[config.mk]
export PLATFORM = sky130hd
export DESIGN_NAME = layer_engine
export DESIGN_NICKNAME = d
export VERILOG_FILES = /design/src/rtl/layer_pkg.sv /design/src/rtl/layer_mac.sv /design/src/rtl/layer_engine.sv
export SDC_FILE = /design/constraint.sdc
export NUM_CORES = 2
export LEC_CHECK = 0
export ABC_AREA = 1
export CORE_MARGIN = 2
export CORE_UTILIZATION = 35
export CTS_CLUSTER_SIZE = 12
export DETAILED_ROUTE_END_ITERATION = 7
export GPL_ROUTABILITY_DRIVEN = 0
export PLACE_DENSITY = 0.67
export REMOVE_ABC_BUFFERS = 1
export SYNTH_ARGS = -nofsm -noshare
export SYNTH_HDL_FRONTEND = slang
export SYNTH_HIERARCHICAL = 1
export SYNTH_SLANG_ARGS = --single-unit
[constraint.sdc]
create_clock -name clk -period 5.8 [get_ports clk]
set_input_delay 0.58 -clock clk [delete_from_list [all_inputs] [get_ports clk]]
set_output_delay 0.58 -clock clk [all_outputs]
set_load 0.005 [all_outputs]
[src/rtl/layer_pkg.sv]
// Shared types and helpers for the layer engine: FSM states, width derivation,
// and the shift/saturate/offset mapping from accumulator to LUT address.
package layer_pkg;

  typedef enum logic [1:0] {
    ST_IDLE = 2'd0,
    ST_RUN  = 2'd1,
    ST_OUT  = 2'd2
  } state_e;

  typedef logic signed [63:0] wide_t;

  function automatic int clog2(input int value);
    int r;
    r = 0;
    for (int i = 0; i < 31; i++) begin
      if ((32'sd1 <<< i) < value) begin
        r = i + 1;
      end else begin
        r = r;
      end
    end
    return r;
  endfunction

  function automatic int acc_size(input int in_w, input int w_w, input int n);
    return in_w + w_w + 1 + clog2(n);
  endfunction

  // Result is the unsigned LUT address; 0 lands on the midpoint 2^(addr_size-1).
  function automatic logic [63:0] sat_offset(input wide_t acc, input int frac_shift,
                                             input int addr_size);
    wide_t s;
    wide_t hi;
    wide_t lo;
    wide_t r;
    s  = acc >>> frac_shift;
    hi = (64'sd1 <<< (addr_size - 1)) - 64'sd1;
    lo = -hi - 64'sd1;
    if (s > hi) begin
      r = hi;
    end else if (s < lo) begin
      r = lo;
    end else begin
      r = s;
    end
    return r + hi + 64'sd1;
  endfunction

endpackage

[src/rtl/layer_mac.sv]
// One neuron's multiply-accumulate: unsigned input times signed weight, summed
// into a signed accumulator sized so that a full layer can never overflow.
module layer_mac #(
  parameter int INPUT_SIZE  = 9,
  parameter int WEIGHT_SIZE = 17,
  parameter int ACC_SIZE    = 30
) (
  input  logic                       clk,
  input  logic                       rst,
  input  logic                       clr,
  input  logic                       en,
  input  logic [INPUT_SIZE-1:0]      in,
  input  logic [WEIGHT_SIZE-1:0]     w,
  output logic signed [ACC_SIZE-1:0] acc
);

  localparam int PROD_SIZE = INPUT_SIZE + WEIGHT_SIZE + 1;

  logic signed [PROD_SIZE-1:0] in_ext_s;
  logic signed [PROD_SIZE-1:0] w_ext_s;
  logic signed [PROD_SIZE-1:0] prod_s;
  logic signed [ACC_SIZE-1:0]  acc_d;
  logic signed [ACC_SIZE-1:0]  acc_q;

  assign in_ext_s = $signed({{(WEIGHT_SIZE + 1){1'b0}}, in});
  assign w_ext_s  = $signed({{(INPUT_SIZE + 1){w[WEIGHT_SIZE-1]}}, w});
  assign prod_s   = in_ext_s * w_ext_s;
  assign acc      = acc_q;

  // Next accumulator value: clear has priority over accumulate.
  always_comb begin
    acc_d = acc_q;
    if (clr) begin
      acc_d = {ACC_SIZE{1'b0}};
    end else if (en) begin
      acc_d = acc_q + ACC_SIZE'(prod_s);
    end else begin
      acc_d = acc_q;
    end
  end

  // Accumulator register.
  always_ff @(posedge clk) begin
    if (rst) begin
      acc_q <= {ACC_SIZE{1'b0}};
    end else begin
      acc_q <= acc_d;
    end
  end

endmodule

[src/rtl/layer_engine.sv]
// Time-multiplexed neuron array: latches one layer's operands on start, runs a
// MAC per neuron over all inputs, then registers saturated LUT addresses.
module layer_engine
  import layer_pkg::*;
#(
  parameter int NUM_NEURON  = 6,
  parameter int INPUT_SIZE  = 9,
  parameter int WEIGHT_SIZE = 17,
  parameter int ADDR_SIZE   = 10,
  parameter int FRAC_SHIFT  = 13
) (
  input  logic                                      clk,
  input  logic                                      rst,
  input  logic                                      layer_start,
  input  logic [NUM_NEURON-1:0]                     active,
  input  logic [NUM_NEURON*INPUT_SIZE-1:0]          layer_input,
  input  logic [NUM_NEURON*NUM_NEURON*WEIGHT_SIZE-1:0] layer_weights,
  output logic [NUM_NEURON*ADDR_SIZE-1:0]           layer_output,
  output logic [NUM_NEURON-1:0]                     layer_output_valid,
  output logic                                      busy
);

  localparam int ACC_SIZE = acc_size(INPUT_SIZE, WEIGHT_SIZE, NUM_NEURON);
  localparam int K_W      = (clog2(NUM_NEURON) > 0) ? clog2(NUM_NEURON) : 1;
  localparam logic [K_W-1:0] K_LAST = K_W'(NUM_NEURON - 1);

  state_e                                       state_q;
  logic [K_W-1:0]                               k_q;
  logic [NUM_NEURON*INPUT_SIZE-1:0]             in_q;
  logic [NUM_NEURON*NUM_NEURON*WEIGHT_SIZE-1:0] w_q;
  logic [NUM_NEURON-1:0]                        act_q;
  logic [NUM_NEURON*ADDR_SIZE-1:0]              out_q;
  logic [NUM_NEURON-1:0]                        valid_q;
  logic                                         busy_q;

  logic [INPUT_SIZE-1:0]      in_k_s;
  logic                       clr_s;
  logic signed [ACC_SIZE-1:0] acc_s [NUM_NEURON];
  logic [NUM_NEURON*ADDR_SIZE-1:0] res_s;

  assign in_k_s = in_q[int'(k_q)*INPUT_SIZE +: INPUT_SIZE];
  assign clr_s  = (state_q == ST_IDLE) && layer_start;

  for (genvar j = 0; j < NUM_NEURON; j++) begin : g_neuron
    logic [WEIGHT_SIZE-1:0] w_k_s;
    logic                   en_s;

    assign w_k_s = w_q[(j*NUM_NEURON + int'(k_q))*WEIGHT_SIZE +: WEIGHT_SIZE];
    assign en_s  = (state_q == ST_RUN) && act_q[j];

    layer_mac #(
      .INPUT_SIZE (INPUT_SIZE),
      .WEIGHT_SIZE(WEIGHT_SIZE),
      .ACC_SIZE   (ACC_SIZE)
    ) u_mac (
      .clk(clk),
      .rst(rst),
      .clr(clr_s),
      .en (en_s),
      .in (in_k_s),
      .w  (w_k_s),
      .acc(acc_s[j])
    );
  end

  // Inactive neurons report address 0 rather than the midpoint of a zero sum.
  always_comb begin
    res_s = {(NUM_NEURON*ADDR_SIZE){1'b0}};
    for (int j = 0; j < NUM_NEURON; j++) begin
      if (act_q[j]) begin
        res_s[j*ADDR_SIZE +: ADDR_SIZE] =
          ADDR_SIZE'(sat_offset(64'(acc_s[j]), FRAC_SHIFT, ADDR_SIZE));
      end else begin
        res_s[j*ADDR_SIZE +: ADDR_SIZE] = {ADDR_SIZE{1'b0}};
      end
    end
  end

  // Control FSM with operand latches and registered outputs.
  always_ff @(posedge clk) begin
    if (rst) begin
      state_q <= ST_IDLE;
      k_q     <= {K_W{1'b0}};
      in_q    <= {(NUM_NEURON*INPUT_SIZE){1'b0}};
      w_q     <= {(NUM_NEURON*NUM_NEURON*WEIGHT_SIZE){1'b0}};
      act_q   <= {NUM_NEURON{1'b0}};
      out_q   <= {(NUM_NEURON*ADDR_SIZE){1'b0}};
      valid_q <= {NUM_NEURON{1'b0}};
      busy_q  <= 1'b0;
    end else begin
      case (state_q)
        ST_IDLE: begin
          valid_q <= {NUM_NEURON{1'b0}};
          if (layer_start) begin
            in_q    <= layer_input;
            w_q     <= layer_weights;
            act_q   <= active;
            k_q     <= {K_W{1'b0}};
            busy_q  <= 1'b1;
            state_q <= ST_RUN;
          end else begin
            state_q <= ST_IDLE;
          end
        end
        ST_RUN: begin
          if (k_q == K_LAST) begin
            state_q <= ST_OUT;
          end else begin
            k_q <= k_q + K_W'(1);
          end
        end
        ST_OUT: begin
          out_q   <= res_s;
          valid_q <= act_q;
          busy_q  <= 1'b0;
          state_q <= ST_IDLE;
        end
        default: begin
          valid_q <= {NUM_NEURON{1'b0}};
          busy_q  <= 1'b0;
          state_q <= ST_IDLE;
        end
      endcase
    end
  end

  assign layer_output       = out_q;
  assign layer_output_valid = valid_q;
  assign busy               = busy_q;

endmodule

==> results.toml <==
[sta]
slew_viol_final = 0
worst_pin_slew_ns = 1.08
relSlewSlack_pct = 27.8
max_freq_mhz = 161
holdWs_ns = 0.201
period_share_pct = 107
fin_crit_ns = 6.20
rsz0062_at_grt = "yes"
hold_viol_final = 0
skew_ns = 0.0779
setup_viol = 129
timing.final.ws_setup_ns = -0.401

[hold_path]
hold-path-cell-count = 2
min_path_type = "primary input to register"
min_to = "layer_output[7]"
hold_path_startpoint = "rst"

[place]
dpl.hpwl_mm = 227
place_ws_ns = -0.522
numPortBuffers = 741

[cells_and_area]
layout.nets = 15700
final_util_pct = 47.7
drive_above_1_share_pct = 18.2
layout.cells.most_common_list = "inv_1 (2,473), nand2_1 (2,162), nor2_1 (1,834)"
mostFrequentLayoutCell = "inv_1"
syn_to_final_growth_pct = 35.3

[global_route]
grt_max_degree = 191
grt_pass1_vias = 81800
antenna_found_initial = 25
track_usage_pct = 24.6
grt_pass1_wl_mm = 475
grt_overflow = 0

[cts]
cts_tree = "yes"
cts_made_buffers = 112
cts_buffer_depth = 3
clock_latency_ns = 0.83
h-tree-depth = 3
cts-root-buf = "clkbuf_16"
clk_pin_slew_ns = 0.07
cts_sinks = 924

[power]
p_leak_nw = 60.0
power_density_nw_per_um2 = 300
ir_drop_mv = 0.334
finalPower_mw = 34.8

[critical_path]
crit_top_cell = "buf_12"
crit_fanout = 7
startpoint = "k_q[0]"
critical_path_arrival_ns = 6.92
path_class = "register to register"
ff2ff_path_depth = 34
cp-start-kind = "register"
rr_startpoint = "k_q[0]"
r2r_end = "g_neuron[5].u_mac/acc[28]"
crit_slowest_cell = "fa_1"
slowest_delay_ns = 0.55
reg2reg_slack_ns = -0.40
required_ns = 6.52
cp-end-kind = "register"

[die]
core_area_um2 = 243000
fp.dieW_um = 499
die_area_um2 = 249000
ios = 742
die_h_um = 499
initial_core_util_pct = 35.2
placementRows = 181

[run_status]
failed_checks = "DRC, setup timing"
status = "finished with violations"

[route]
drtIter0Drc = 6830
routedWlPerCell_um = 19.1
antenna_left = 0
drc = 2
via_per_inst = 4.88
vias = 82600
drtPass1Iterations = 8
drt-total-wl_mm = 324

[synth]
synth-seq-cells = 924
synth_warnings = 6
syn_area_um2 = 85800
avgSynthCellArea_um2 = 6.99
synth_cell_types = 44
async_flop_share_pct = 0
synth-edff-count = 0
synthCells = 12300
synth_ff_type = "dfxtp_1"
synth-seq-area-share_pct = 21.6

[run]
timing.max_cap.violations = 0
==> critical path: cells and delay by family, from the launching register on <==
| kind | cells | cell delay, ns |
|---|---|---|
| fa+ha+maj | 6 | 2.81 |
| buf+inv | 15 | 1.53 |
| simple gates | 10 | 1.05 |
| flops | 1 | 0.37 |
| compound gates | 3 | 0.25 |
==> sequential cells by signal, indices dropped and copies added (netlist names) <==
name	flops
act_q	6
w_q	612
layer_output	60
state_q	2
busy	1
k_q	3
g_neuron.u_mac/acc	180
layer_output_valid	6
in_q	54
==> cell usage after synthesis, types with 29 or more instances <==
library cell / instances / share of area [%]
nor2_2: 50 / 0.36
or2_1: 30 / 0.22
inv_1: 2574 / 11
ha_1: 410 / 6.0
o22ai_1: 43 / 0.31
o21ai_0: 965 / 5.6
o21a_1: 108 / 0.95
nand2_1: 2528 / 11
o21ai_1: 144 / 0.84
clkbuf_1: 422 / 1.8
nand2_2: 42 / 0.31
dfxtp_1: 924 / 22
buf_2: 142 / 0.83
fa_1: 984 / 23
nand4_1: 29 / 0.21
a21oi_1: 270 / 1.6
mux2i_1: 85 / 0.99
nand3_1: 277 / 1.6
or2_2: 35 / 0.26
xor2_1: 66 / 0.67
nor2_1: 1933 / 8.5
==> cell families after synthesis <==
group	after synthesis	share of synthesized area, %
simple gates	4986	23.2
mux	85	0.992
buf+inv	3210	14.6
flops	924	21.6
fa+ha+maj	1394	28.9
compound gates	1587	9.81
xor+xnor	91	0.929
==> metrics by stage <==
step	instances	cell area, µm²	TNS [ns]
after global routing	16900	116000	-55.30
after floorplan	11700	83000	-
after CTS	16800	112000	-22.35
after global placement	16400	102000	-34.83
after detailed placement	16400	102000	-38.90
final	16900	116000	-24.79
==> per-layer routing <==
layer,up-vias,track usage (%),routed length [µm]
li1,39200,-,-
met5,-,0,43
met1,39300,30.5,128000
met2,3270,41.5,152000
met3,753,4.49,25500
met4,6,11.1,18900
==> repair_timing <==
item                                    4_1_cts  5_1_grt
hold buffers                                  0        0
endpoints found under the setup margin      136      146
cloned                                       29       20
pin swaps                                   140      289
resized for setup                           737      783
buffers inserted                            109      118
==> where the power goes <==
| part | internal (mW) | leakage, nW | switching, mW |
|---|---|---|---|
| clock network | 4.32 | 1.89 | 3.18 |
| logic | 8.95 | 50.5 | 11.3 |
| registers | 6.78 | 7.61 | 0.278 |
==> worst max-delay path by stage <==
| stage | to | slack, ns | cells after the start |
|---|---|---|---|
| 2_1_floorplan | k_q[2] | -37.90 | 7 |
| 3_3_place_gp | g_neuron[4].u_mac/acc[20] | -0.53 | 28 |
| 3_5_place_dp | g_neuron[3].u_mac/acc[17] | -0.52 | 27 |
| 4_1_cts | g_neuron[0].u_mac/acc[26] | -0.34 | 31 |
| 5_1_grt | g_neuron[5].u_mac/acc[28] | -0.60 | 34 |
| 6_report | g_neuron[5].u_mac/acc[28] | -0.40 | 34 |
==> layout make-up <==
cell class,instances,area (µm²)
Tap cell,3202,4010
Clock inverter,56,746
Multi-Input combinational cell,8143,60300
Timing Repair inverter,1,30.0
Fill cell,23000,127000
Clock buffer,150,3140
Antenna cell,20,50.0
Sequential cell,924,18500
Inverter,2592,9780
Timing Repair Buffer,1844,19500
(Power assumes the default switching activity.)
